===== config.mk =====
export PLATFORM = sky130hd
export DESIGN_NAME = fifo_wr_arbiter
export DESIGN_NICKNAME = d
export VERILOG_FILES = /design/src/rtl/fifo_arb_pkg.sv /design/src/rtl/rr_pick.sv /design/src/rtl/fifo_wr_arbiter.sv
export SDC_FILE = /design/constraint.sdc
export NUM_CORES = 1
export LEC_CHECK = 0
export BUFFER_PORTS_ARGS = -buffer_cell sky130_fd_sc_hd__buf_2
export CORE_MARGIN = 3
export CORE_UTILIZATION = 31
export CTS_BUF_LIST = sky130_fd_sc_hd__clkbuf_2 sky130_fd_sc_hd__clkbuf_4 sky130_fd_sc_hd__clkbuf_8
export CTS_CLUSTER_SIZE = 25
export DETAILED_ROUTE_END_ITERATION = 7
export GPL_TIMING_DRIVEN = 0
export HOLD_SLACK_MARGIN = 0.12
export PLACE_DENSITY = 0.83
export SYNTH_ARGS = -nofsm -noshare
export SYNTH_HDL_FRONTEND = slang
export SYNTH_SLANG_ARGS = --single-unit

===== constraint.sdc =====
create_clock -name clk -period 2 [get_ports clk]
set_input_delay 0.2 -clock clk [delete_from_list [all_inputs] [get_ports clk]]
set_output_delay 0.2 -clock clk [all_outputs]
set_load 0.01 [all_outputs]

===== src/rtl/fifo_arb_pkg.sv =====
// fifo_arb_pkg: shared FSM state type and index-width helper for fifo_wr_arbiter.
package fifo_arb_pkg;

  typedef enum logic {IDLE = 1'b0, BUSY = 1'b1} arb_state_t;

  // Bits needed to index n items; never narrower than one bit.
  function automatic int idx_w(input int n);
    return (n > 1) ? $clog2(n) : 1;
  endfunction

endpackage


===== src/rtl/rr_pick.sv =====
// rr_pick: combinational round-robin search. Returns the first asserted
// request starting at ptr and wrapping modulo N (N need not be a power of two).
module rr_pick
  import fifo_arb_pkg::*;
#(
  parameter int N  = 4,
  parameter int IW = idx_w(N)
)(
  input  logic [N-1:0]  req,
  input  logic [IW-1:0] ptr,
  output logic          found,
  output logic [IW-1:0] idx
);

  // Walk offsets from farthest to nearest so the request closest to ptr wins.
  always_comb begin
    int j;
    j     = 0;
    found = 1'b0;
    idx   = '0;
    for (int k = N - 1; k >= 0; k--) begin
      j = int'(ptr) + k;
      if (j >= N) j = j - N;
      if (req[j]) begin
        found = 1'b1;
        idx   = IW'(j);
      end
    end
  end

endmodule


===== src/rtl/fifo_wr_arbiter.sv =====
// fifo_wr_arbiter: round-robin arbiter sharing one async-FIFO write port among
// N_REQ requesters, entirely in the FIFO write-clock domain.
// Optional macro FIFO_ARB_PKT_LOCK_EN: when defined, a grant is held for a whole
// packet (until req_last) with a MAX_BEATS watchdog; when undefined, every
// accepted beat releases the grant (per-beat round robin) and err_overlength is 0.
module fifo_wr_arbiter
  import fifo_arb_pkg::*;
#(
  parameter int N_REQ     = 4,
  parameter int WIDTH     = 32,
  parameter int MAX_BEATS = 16
)(
  input  logic                      clk,
  input  logic                      rst,
  input  logic [N_REQ*WIDTH-1:0]    req_data,
  input  logic [N_REQ-1:0]          req_valid,
  input  logic [N_REQ-1:0]          req_last,
  output logic [N_REQ-1:0]          req_ready,
  output logic [WIDTH-1:0]          data_wr,
  output logic                      valid_wr,
  input  logic                      ready_wr,
  output logic                      last_wr,
  output logic [$clog2(N_REQ)-1:0]  grant_id,
  output logic                      busy,
  output logic                      err_overlength
);

  localparam int IW = idx_w(N_REQ);

  arb_state_t                   state, state_nxt;
  logic [IW-1:0]                rr_ptr, next_ptr, pick_idx;
  logic                         pick_found, accept, release_gnt;
  logic [N_REQ-1:0][WIDTH-1:0]  lane_data;

  // Flat requester bus viewed as one lane per requester.
  assign lane_data = req_data;

  rr_pick #(.N(N_REQ), .IW(IW)) u_pick (
    .req   (req_valid),
    .ptr   (rr_ptr),
    .found (pick_found),
    .idx   (pick_idx)
  );

  assign busy     = (state == BUSY);
  assign accept   = valid_wr & ready_wr;
  assign next_ptr = (grant_id == IW'(N_REQ - 1)) ? '0 : grant_id + IW'(1);

  // Zero-latency forward of the granted lane; only the grant holder sees ready.
  always_comb begin
    valid_wr  = 1'b0;
    req_ready = '0;
    data_wr   = lane_data[grant_id];
    last_wr   = req_last[grant_id];
    if (state == BUSY) begin
      valid_wr            = req_valid[grant_id];
      req_ready[grant_id] = ready_wr;
    end
  end

`ifdef FIFO_ARB_PKT_LOCK_EN
  localparam int CW = $clog2(MAX_BEATS + 1);

  logic [CW-1:0] beat_cnt;
  logic          at_limit;

  assign at_limit    = (beat_cnt == CW'(MAX_BEATS - 1));
  assign release_gnt = accept & (last_wr | at_limit);

  // Beats accepted under the current grant; cleared whenever the grant drops.
  always_ff @(posedge clk or negedge rst) begin
    if (!rst)             beat_cnt <= '0;
    else if (release_gnt) beat_cnt <= '0;
    else if (accept)      beat_cnt <= beat_cnt + CW'(1);
  end

  // One-cycle flag when the watchdog, not req_last, ended the grant.
  always_ff @(posedge clk or negedge rst) begin
    if (!rst) err_overlength <= 1'b0;
    else      err_overlength <= accept & ~last_wr & at_limit;
  end
`else
  logic unused_cfg;

  assign release_gnt    = accept;
  assign err_overlength = 1'b0;
  assign unused_cfg     = (MAX_BEATS > 0);
`endif

  // State register.
  always_ff @(posedge clk or negedge rst) begin
    if (!rst) state <= IDLE;
    else      state <= state_nxt;
  end

  // Next state: grant on any request, drop on a releasing beat.
  always_comb begin
    state_nxt = state;
    case (state)
      IDLE:    if (pick_found)  state_nxt = BUSY;
      BUSY:    if (release_gnt) state_nxt = IDLE;
      default: state_nxt = IDLE;
    endcase
  end

  // Grant capture in the arbitration cycle; priority rotates past the released grant.
  always_ff @(posedge clk or negedge rst) begin
    if (!rst) begin
      grant_id <= '0;
      rr_ptr   <= '0;
    end else begin
      if (state == IDLE && pick_found) grant_id <= pick_idx;
      if (state == BUSY && release_gnt) rr_ptr  <= next_ptr;
    end
  end

endmodule


==> summary.log, run 1 <==
qor: worst_setup_path.cpPeakStageDelay 530 ps
qor: clocking.cts.clk_slew.worst_paths 30 ps
qor: final_layout.total_inserted_antenna_cells 0
qor: placed_design.io_buffer_count 179
qor: detailed_routing.totalWireLength 6.64 mm
qor: die.fp.coreArea 0.00380 sq mm
qor: timing.timing.slew.headroom 60.4%
qor: synth.seq_area_frac_synth 9.88%
qor: clocking.cts_buffers 3
qor: pwr.p_per_area 1110 mW/mm^2
qor: worst_setup_path.crit-reg2reg-launch grant_id[1]
qor: synth.synth_top_area_share 60.5%
qor: clocking.clock_tree.buffer_depth 2
qor: synth.synthCells 90
qor: detailed_routing.detail_route.wl_per_cell 20.6 microns
qor: worst_setup_path.worstSetupPathType register to output port
qor: synth.synth_fp_nets 233
qor: timing.hold_viol 0
qor: worst_setup_path.crit_required 1800 ps
qor: detailed_routing.dr.first_iter.drc_count 75
qor: synth.synthesis.yosys.warnings 0
qor: die.io_pins 181
qor: grt.grt_pass1_wl 9.79 mm
qor: final_layout.cell_area_after_layout 0.00229 sq mm
qor: pwr.power 0.00255 W
qor: detailed_routing.routed_via_density 5.39
qor: timing.finalSetupViolCount 0
qor: detailed_routing.drc 0
qor: timing.clock-skew-final 1.69 ps
qor: synth.syn-cell-area 0.00127 sq mm
qor: timing.slew_violations 0
qor: die.start_util 33.3%
qor: detailed_routing.dr_total_vias 1,736
qor: timing.clock.fmax 526 MHz
qor: die.die_y 69.9 microns
qor: worst_setup_path.timing.critical_path.max_delay_family buffers and inverters
qor: grt.antenna_found_initial 0
qor: synth.total_of_flip_flops_plus_latches_after_synthesis 5
qor: die.floorplan.die.width 69.9 microns
qor: synth.netlist_top_cells_area sky130_fd_sc_hd__mux4_2 (60%), sky130_fd_sc_hd__dfrtp_1 (9.9%), sky130_fd_sc_hd__ha_1 (4.0%), sky130_fd_sc_hd__buf_6 (3.6%), sky130_fd_sc_hd__mux2i_1 (3.2%)
qor: final_layout.layout.core_utilization 60.2%
qor: clocking.cts_tree built
qor: status.status completed
qor: final_layout.nFillCells 342
qor: synth.synth_largest_area_cell sky130_fd_sc_hd__mux4_2
qor: synth.ys_types 28
qor: worst_setup_path.reg2reg_slack 410 ps
qor: placed_design.dpl_cell_area 0.00222 sq mm
qor: worst_setup_path.reg2reg_depth 5
qor: final_layout.fin_nets 418
qor: synth.post_synth.cell_area_avg 14.1 sq um
qor: final_layout.final_layout_size_suffix_gt1_share 84.7%
qor: worst_setup_path.timing.critical_path.buf_inv 3
qor: flow_run.max_capacitance_violation_total 0
qor: grt.vias_in_the_first_global_route 1,766
qor: worst_setup_path.timing.critical_path.arrival 1700 ps
qor: grt.largest_net_degree_at_the_start_of_global_routing 11
qor: clocking.htreeDepth 1
qor: worst_hold_path.min_path_type input port to async pin
qor: pwr.total_leakage_power 1.21 nW
qor: timing.finalWorstPathRequiredPeriod 1900 ps
qor: clocking.clock_insertion_delay_at_the_later_pin_of_the_skew_report 220 ps
qor: worst_setup_path.worst_path_max_delay_cell sky130_fd_sc_hd__mux4_2
qor: grt.grt-ovfl-total 0
qor: worst_setup_path.crit_path_frequent_cell sky130_fd_sc_hd__buf_6
qor: timing.min_period_over_period 95.1%
qor: clocking.post-cts-setup-buffer-count 0
qor: timing.unrepaired_setup_endpoints_after_global_routing false
qor: final_layout.layout.cells.most_common sky130_fd_sc_hd__buf_2
qor: worst_setup_path.worstPathCellList buf_6 > buf_6 > mux4_2 > buf_2
qor: placed_design.dp_hpwl 6.09 mm
qor: detailed_routing.drt-pass1-iter-count 4
qor: worst_setup_path.cp-start-kind register
qor: timing.tightestPinTransition 588 ps
qor: pwr.peakVddDrop 0.919 mV
qor: timing.fin_hold_ws 322 ps
qor: detailed_routing.postRouteAntennaNets 0
qor: grt.gr-usage-all-layers 26.3%
qor: worst_setup_path.worst-path-max-fanout 10
qor: clocking.cts_num_sinks 5
qor: clocking.clk_root_buffer_cell sky130_fd_sc_hd__clkbuf_8
qor: worst_setup_path.critical_path.reg2reg.endpoint rr_ptr[1]
qor: final_layout.layout_common_cells sky130_fd_sc_hd__buf_2 (181), sky130_fd_sc_hd__mux4_2 (34), sky130_fd_sc_hd__inv_1 (5)
qor: worst_setup_path.cp-end-kind output port
qor: die.rows 22
qor: final_layout.synthToLayoutAreaGrowth 80.7%
qor: timing.setup-tns-final 0 ps
qor: die.die_area 0.00489 sq mm
qor: placed_design.finalWeightedCongestion 0.978
synthesized netlist by cell type:
cell,n
sky130_fd_sc_hd__o41ai_2,1
sky130_fd_sc_hd__and3_1,4
sky130_fd_sc_hd__nand2_1,2
sky130_fd_sc_hd__nand2b_1,2
sky130_fd_sc_hd__mux4_2,34
sky130_fd_sc_hd__buf_4,1
sky130_fd_sc_hd__nor2_1,2
sky130_fd_sc_hd__buf_2,4
sky130_fd_sc_hd__o31ai_1,1
sky130_fd_sc_hd__buf_6,4
sky130_fd_sc_hd__conb_1,1
sky130_fd_sc_hd__a21oi_1,3
sky130_fd_sc_hd__nand3_2,1
sky130_fd_sc_hd__or2_1,1
sky130_fd_sc_hd__nor2b_1,1
sky130_fd_sc_hd__clkbuf_1,1
sky130_fd_sc_hd__and2_1,1
sky130_fd_sc_hd__ha_1,4
sky130_fd_sc_hd__inv_1,5
sky130_fd_sc_hd__a221oi_1,1
sky130_fd_sc_hd__o21ai_0,2
sky130_fd_sc_hd__mux2_4,1
sky130_fd_sc_hd__a21boi_2,1
sky130_fd_sc_hd__mux2i_1,4
sky130_fd_sc_hd__and3b_1,1
sky130_fd_sc_hd__dfrtp_1,5
sky130_fd_sc_hd__o22ai_1,1
sky130_fd_sc_hd__nor4_1,1
through the flow:
stage | std cells | setup WS (ps)
after floorplan | 90 | 387
final | 322 | 97.2
after detailed placement | 317 | 246
after global routing | 322 | 3.78
after global placement | 317 | 236
after CTS | 322 | 11.6
timing repair:
action,CTS,global route
endpoints found under the hold margin,5,0
gates resized for setup,0,4
setup endpoints to repair,0,29
hold buffers,1,0
registers in the layout, indices dropped and copies added, names as in the netlist:
name and cells:
grant_id 2, rr_ptr 2, busy 1
cell families (layout without fill, tap and decap cells):
family          count (synthesis)  count (layout)  share of synthesized area, %
buf+inv                        15             199                          7.51
other cells                     1               1                         0.296
simple gates                   16              16                          7.61
mux                            39              39                          64.8
fa+ha+maj                       4               4                          3.95
flops                           5               5                          9.88
compound gates                 10              10                          5.93
worst reg2reg max path: cells and delay by family (launching register included):
kind | cells | cell delay [ps]
flops | 1 | 390
mux | 1 | 270
buf+inv | 3 | 530
fa+ha+maj | 1 | 280
report_power, final:
group / internal [W] / switching (W)
Combinational: 0.00116 / 0.000974
Clock: 0.000150 / 0.0000453
Sequential: 0.000153 / 0.0000663
cell type report:
cell class / count / area [sq um] / area share (%)
buffer: 10 / 81.3 / 3.55
clock buffer: 4 / 48.8 / 2.13
inverter: 5 / 18.8 / 0.820
multi-input combinational: 70 / 1050 / 45.7
sequential: 5 / 128 / 5.58
tap: 48 / 60.1 / 2.62
timing repair buffer: 180 / 906 / 39.6
worst max-delay path by stage:
stage / from / endpoint / slack (ps) / depth (start not counted)
2_1_floorplan: grant_id[1] / rr_ptr[1] / 390 / 5
3_3_place_gp: grant_id[1] / req_ready[1] / 240 / 6
3_5_place_dp: grant_id[0] / data_wr[29] / 250 / 4
4_1_cts: grant_id[0] / data_wr[29] / 10 / 4
5_1_grt: grant_id[0] / data_wr[29] / 4 / 4
6_report: grant_id[0] / data_wr[29] / 100 / 4
layer usage:
| layer | up-vias | GRT usage [%] | share of wire, % |
|---|---|---|---|
| met4 | 0 | 4.68 | 1.1 |
| li1 | 755 | - | - |
| met5 | - | 0 | 0 |
| met1 | 878 | 34.0 | 39 |
| met3 | 8 | 3.60 | 6.2 |
| met2 | 95 | 47.2 | 54 |
(Power assumes the default switching activity.)
==> run 2: changes to the inputs <==
Settings changed: CORE_AREA from default to 3 3 69 71, CORE_MARGIN 3 to default, CORE_UTILIZATION 31 to default, CTS_BUF_LIST sky130_fd_sc_hd__clkbuf_2 sky130_fd_sc_hd__clkbuf_4 sky130_fd_sc_hd__clkbuf_8 to sky130_fd_sc_hd__clkbuf_4, DIE_AREA from default to 0 0 72 74, PLACE_DENSITY 0.83 to 0.79.
Clock period 2 ns to 2.4 ns, I/O delays scaled along.
==> summary.log, run 2 (synthesis results as in run 1) <==
qor: status.status completed
qor: timing.clock-skew-final 0.357 ps [-1.33 ps]
qor: final_layout.sequential_cell_area 125 sq um [-2.0%]
qor: detailed_routing.postRouteAntennaNets 0 [unchanged]
qor: detailed_routing.dr_total_vias 1,735 [-0.058%]
qor: die.die_area 0.00533 sq mm [+9.0%]
qor: timing.hold_viol 0 [unchanged]
qor: die.start_util 29.5% [-3.8 points]
qor: worst_setup_path.timing.critical_path.max_delay_family buffers and inverters
qor: final_layout.final_layout_size_suffix_gt1_share 83.9% [-0.73 points]
qor: detailed_routing.routed_via_density 5.32 [-1.3%]
qor: clocking.post-cts-setup-buffer-count 0 [unchanged]
qor: grt.gr-usage-all-layers 22.4% [-3.9 points]
qor: worst_setup_path.reg2reg_slack 600 ps [+190 ps]
qor: final_layout.nFillCells 400 [+17%]
qor: grt.grt_pass1_wl 8.98 mm [-8.3%]
qor: die.io_pins 181 [unchanged]
qor: placed_design.dp_hpwl 5.75 mm [-5.5%]
qor: timing.finalWorstPathRequiredPeriod 2090 ps
qor: detailed_routing.drt-pass1-iter-count 4 [unchanged]
qor: final_layout.layout_common_cells sky130_fd_sc_hd__buf_2 (183), sky130_fd_sc_hd__mux4_2 (34), sky130_fd_sc_hd__inv_1 (5), sky130_fd_sc_hd__dfrtp_1 (5)
qor: clocking.cts_num_sinks 5 [unchanged]
qor: pwr.total_leakage_power 1.21 nW [-0.47%]
qor: clocking.cts.clk_slew.worst_paths 40 ps [about the same]
qor: clocking.htreeDepth 1 [unchanged]
qor: worst_setup_path.reg2reg_depth 5 [unchanged]
qor: placed_design.io_buffer_count 179 [unchanged]
qor: grt.grt-ovfl-total 0 [unchanged]
qor: pwr.p_per_area 907 mW/mm^2 [-18%]
qor: clocking.cts_tree built
qor: worst_setup_path.critical_path.reg2reg.endpoint rr_ptr[1]
qor: grt.vias_in_the_first_global_route 1,765 [-0.057%]
qor: clocking.resized_after_cts 0 [unchanged]
qor: worst_setup_path.worstSetupPathType register to output port
qor: clocking.clock_insertion_delay_at_the_later_pin_of_the_skew_report 240 ps [+20 ps]
qor: timing.post-route-worst-setup-slack 314 ps [+217 ps]
qor: timing.min_period_over_period 86.9%
qor: clocking.clock_tree.buffer_depth 2 [unchanged]
qor: final_layout.multi_input_gate_area 0.00105 sq mm [unchanged]
qor: worst_setup_path.timing.critical_path.arrival 1850 ps [+150 ps]
qor: placed_design.place_worst_setup_slack 560 ps [+314 ps]
qor: timing.clock.fmax 479 MHz
qor: worst_setup_path.timing.critical_path.buf_inv 4 [+1]
qor: worst_setup_path.cp-end-kind output port
qor: grt.largest_net_degree_at_the_start_of_global_routing 11 [unchanged]
qor: final_layout.fin_nets 418 [unchanged]
qor: detailed_routing.detail_route.wl_per_cell 19.6 microns [-5.1%]
qor: worst_setup_path.worst_path_max_delay_cell sky130_fd_sc_hd__dfrtp_1
qor: grt.antenna_found_initial 0 [unchanged]
qor: placed_design.finalWeightedCongestion 0.922 [-5.7%]
qor: detailed_routing.drc 0 [unchanged]
qor: worst_setup_path.crit_required 2160 ps [+360 ps]
qor: timing.tightestPinTransition 582 ps [-5.91 ps]
qor: final_layout.total_inserted_antenna_cells 0 [unchanged]
qor: timing.finalSetupViolCount 0 [unchanged]
qor: worst_setup_path.crit-reg2reg-launch grant_id[1]
qor: die.rows 24 [+9.1%]
qor: detailed_routing.totalWireLength 6.37 mm [-3.9%]
qor: worst_setup_path.cpPeakStageDelay 460 ps [-70 ps]
qor: flow_run.max_capacitance_violation_total 0 [unchanged]
qor: worst_setup_path.crit_path_frequent_cell sky130_fd_sc_hd__buf_2
qor: worst_setup_path.cp-start-kind register
qor: timing.timing.slew.headroom 60.8% [+0.40 points]
qor: final_layout.synthToLayoutAreaGrowth 79.1%
qor: worst_setup_path.worstPathCellList buf_2 > buf_2 > inv_1 > ha_1 > and3_1 > buf_2
qor: clocking.cts_buffers 3 [unchanged]
qor: clocking.clk_root_buffer_cell sky130_fd_sc_hd__clkbuf_4
qor: timing.setup-tns-final 0 ps [unchanged]
qor: die.floorplan.die.width 72 microns [+3.0%]
qor: timing.slew_violations 0 [unchanged]
qor: detailed_routing.dr.first_iter.drc_count 78 [+4.0%]
qor: timing.unrepaired_setup_endpoints_after_global_routing false
qor: worst_hold_path.min_path_type input port to async pin
qor: die.die_y 74 microns [+5.9%]
qor: final_layout.layout.cells.most_common sky130_fd_sc_hd__buf_2
qor: die.fp.coreArea 0.00429 sq mm [+13%]
qor: worst_setup_path.worst-path-max-fanout 10 [unchanged]
qor: pwr.peakVddDrop 0.622 mV [-32%]
[run 2: changes by cell type in the layout (fill, tap and decap cells not counted)]
cell and change:
sky130_fd_sc_hd__buf_2 +2, sky130_fd_sc_hd__clkbuf_4 +1, sky130_fd_sc_hd__clkbuf_8 -3, sky130_fd_sc_hd__dfrtp_1 +2, sky130_fd_sc_hd__dfrtp_2 -2
[run 2: where the power goes]
group,internal (W),switching [W],total (W)
sequential,0.000124,0.0000612,0.000185
combinational,0.000956,0.000809,0.00177
clock,0.0000739,0.0000314,0.000105
[run 2: final cells by class]
| cell class | count | share of cell area [%] |
|---|---|---|
| buffer | 10 | 3.37 |
| tap | 52 | 2.87 |
| timing repair buffer | 180 | 40.0 |
| sequential | 5 | 5.52 |
| inverter | 5 | 0.828 |
| clock buffer | 4 | 1.32 |
| multi-input combinational | 70 | 46.1 |
[run 2: worst max path at each step]
stage / start / to / cells past startpoint
floorplan: grant_id[1] / rr_ptr[1] / 5
global placement: grant_id[1] / req_ready[1] / 6
detailed placement: grant_id[1] / req_ready[1] / 6
CTS: grant_id[1] / req_ready[1] / 6
global route: grant_id[1] / req_ready[1] / 6
finish: grant_id[1] / req_ready[1] / 6
[run 2: timing repair]
item,CTS,global route
endpoints found under the setup margin,0,0
hold buffers,1,0
hold endpoints to repair,5,0
[run 2: per-stage QoR]
stage | cells | hold slack, ps | total power (W) | utilization [%] | instance area [sq um]
final | 326 | 336 | 0.00206 | 52.8 | 2270
after global routing | 326 | 347 | 0.00221 | 52.8 | 2270
after global placement | 321 | 55.7 | 0.00193 | 51.9 | 2230
after detailed placement | 321 | 55.7 | 0.00196 | 51.9 | 2230
after CTS | 326 | 326 | 0.00208 | 52.8 | 2270
after floorplan | 90 | -55.6 | 0.00136 | - | 1270
[run 2: layer usage]
layer  vias to the layer above  routed length, microns  track usage [%]
met4                         0                      87             6.89
li1                        755                       -                -
met1                       852                    2340             28.3
met3                        12                     701             6.62
met2                       116                    3240             37.2
met5                         -                       0                0
==> run 3: changes to the inputs <==
Settings changed: CORE_AREA 3 3 69 71 to default, CORE_ASPECT_RATIO from default to 1.75, CORE_MARGIN from default to 5, CORE_UTILIZATION from default to 34, DIE_AREA 0 0 72 74 to default, PLACE_DENSITY 0.79 to 0.89.
==> summary.log, run 3 (synthesis results as in run 1) <==
qor: status.status completed
qor: die.start_util 34.9% [+5.4 points]
qor: clocking.clock_tree.buffer_depth 2 [unchanged]
qor: grt.grt_pass1_wl 10.7 mm [+19%]
qor: worst_setup_path.worst-path-max-fanout 10 [unchanged]
qor: timing.finalWorstPathRequiredPeriod 2100 ps [+15.2 ps]
qor: final_layout.final_layout_size_suffix_gt1_share 83.9% [unchanged]
qor: final_layout.instances_no_fill 320 [-1.8%]
qor: placed_design.post-place-cells 315 [-1.9%]
qor: final_layout.layout.cells.most_common sky130_fd_sc_hd__buf_2
qor: detailed_routing.totalWireLength 7.16 mm [+12%]
qor: clocking.clock_insertion_delay_at_the_later_pin_of_the_skew_report 250 ps [about the same]
qor: detailed_routing.routed_via_density 5.57 [+4.6%]
qor: placed_design.dp_hpwl 6.47 mm [+12%]
qor: timing.timing.slew.headroom 57.5% [-3.3 points]
qor: detailed_routing.drc 0 [unchanged]
qor: timing.tightestPinTransition 631 ps [+49.1 ps]
qor: pwr.total_leakage_power 1.21 nW [unchanged]
qor: pwr.p_per_area 918 mW/mm^2 [+1.3%]
qor: worst_setup_path.worstSetupPathType register to output port
qor: worst_setup_path.worstPathCellList buf_2 > buf_2 > inv_1 > ha_1 > and3_1 > buf_2
qor: placed_design.io_buffer_count 179 [unchanged]
qor: grt.grt-ovfl-total 0 [unchanged]
qor: clocking.clk_root_buffer_cell sky130_fd_sc_hd__clkbuf_4
qor: die.rows 29 [+21%]
qor: clocking.post-cts-setup-buffer-count 0 [unchanged]
qor: worst_setup_path.timing.critical_path.buf_inv 4 [unchanged]
qor: die.die_area 0.00509 sq mm [-4.4%]
qor: die.die_y 90.7 microns [+23%]
qor: clocking.cts_tree built
qor: die.io_pins 181 [unchanged]
qor: detailed_routing.drt-pass1-iter-count 4 [unchanged]
qor: timing.slew_violations 0 [unchanged]
qor: die.fp.coreArea 0.00363 sq mm [-16%]
qor: timing.post-route-worst-setup-slack 299 ps [-15.2 ps]
qor: worst_setup_path.timing.critical_path.max_delay_family buffers and inverters
qor: worst_setup_path.timing.critical_path.arrival 1860 ps [about the same]
qor: die.floorplan.die.width 56.1 microns [-22%]
qor: timing.min_period_over_period 87.5% [+0.63 points]
qor: detailed_routing.dr_total_vias 1,781 [+2.7%]
qor: worst_setup_path.worst_path_max_delay_cell sky130_fd_sc_hd__dfrtp_1
qor: final_layout.fin_nets 418 [unchanged]
qor: final_layout.layout_common_cells sky130_fd_sc_hd__buf_2 (183), sky130_fd_sc_hd__mux4_2 (34), sky130_fd_sc_hd__inv_1 (5), sky130_fd_sc_hd__dfrtp_1 (5)
qor: worst_setup_path.cp-start-kind register
qor: grt.vias_in_the_first_global_route 1,920 [+8.8%]
qor: placed_design.place_worst_setup_slack 582 ps [+22.2 ps]
qor: worst_setup_path.crit_required 2160 ps [about the same]
qor: timing.finalSetupViolCount 0 [unchanged]
qor: worst_setup_path.cpPeakStageDelay 450 ps [about the same]
qor: timing.unrepaired_setup_endpoints_after_global_routing false
qor: worst_setup_path.crit_path_frequent_cell sky130_fd_sc_hd__buf_2
qor: timing.clock.fmax 476 MHz [-0.72%]
qor: final_layout.total_inserted_antenna_cells 0 [unchanged]
qor: detailed_routing.dr.first_iter.drc_count 84 [+7.7%]
qor: flow_run.max_capacitance_violation_total 0 [unchanged]
qor: timing.hold_viol 0 [unchanged]
qor: detailed_routing.postRouteAntennaNets 0 [unchanged]
qor: clocking.cts_num_sinks 5 [unchanged]
qor: worst_hold_path.min_path_type input port to async pin
qor: clocking.cts.clk_slew.worst_paths 40 ps [about the same]
qor: grt.antenna_found_initial 0 [unchanged]
qor: grt.gr-usage-all-layers 27.5% [+5.2 points]
qor: timing.clock-skew-final 1.35 ps [+0.992 ps]
qor: final_layout.synthToLayoutAreaGrowth 78.5%
qor: grt.largest_net_degree_at_the_start_of_global_routing 11 [unchanged]
qor: pwr.power 0.00208 W [+0.96%]
qor: clocking.cts_buffers 3 [unchanged]
qor: clocking.htreeDepth 1 [unchanged]
qor: placed_design.finalWeightedCongestion 0.940 [+2.0%]
qor: pwr.peakVddDrop 0.711 mV [+14%]
qor: timing.setup-tns-final 0 ps [unchanged]
qor: worst_setup_path.cp-end-kind output port
qor: detailed_routing.detail_route.wl_per_cell 22.4 microns [+14%]
[run 3: worst paths after layout]
kind / from / endpoint / slack [ps] / cells past startpoint
min in group clk: req_valid[3] / grant_id[0] / 390 / 3
setup / recovery: grant_id[1] / req_ready[1] / 300 / 6
hold / removal: rst / busy / 370 / 2
hold reg to reg: rr_ptr[0] / rr_ptr[0] / 640 / 2
setup reg to reg: grant_id[1] / rr_ptr[1] / 590 / 5
max in group asynchronous: rst / rr_ptr[0] / 1900 / 2
[run 3: repair_timing]
item | CTS | global route
endpoints found under the hold margin | 5 | 0
setup endpoints to repair | 0 | 0
hold buffers | 1 | 0
gates resized for setup | 0 | 0
[run 3: where the power goes]
part	switching (W)	internal, W
logic	0.000824	0.000957
registers	0.0000606	0.000124
clock network	0.0000353	0.0000742
[run 3: stage by stage]
stage	hold slack, ps	util (%)	area [sq um]
floorplan	-55.6	-	1270
global placement	53.1	61.2	2220
detailed placement	55.1	61.2	2220
CTS	325	62.3	2260
global route	371	62.3	2260
finish	374	62.3	2260
[run 3: worst register-to-register path, stage by stage, from the launching register on]
cell	delay [ps]
sky130_fd_sc_hd__dfrtp_1	450
sky130_fd_sc_hd__buf_2	290
sky130_fd_sc_hd__buf_2	290
sky130_fd_sc_hd__inv_1	100
sky130_fd_sc_hd__ha_1	290
sky130_fd_sc_hd__mux2_4	270
[run 3: layer usage]
metal / vias to the layer above / global-route usage, % / wire (microns)
met1: 858 / 30.3 / 2300
met2: 143 / 48.7 / 3780
met5: - / 0 / 0
met4: 0 / 13.7 / 338
met3: 26 / 5.87 / 732
li1: 754 / - / -
[run 3: cell type report]
type	instances	area, sq um
fill	315	1370
multi-input combinational	70	1050
timing repair buffer	180	906
sequential	5	125
buffer	10	76.3
tap	46	57.6
clock buffer	4	30.0
inverter	5	18.8
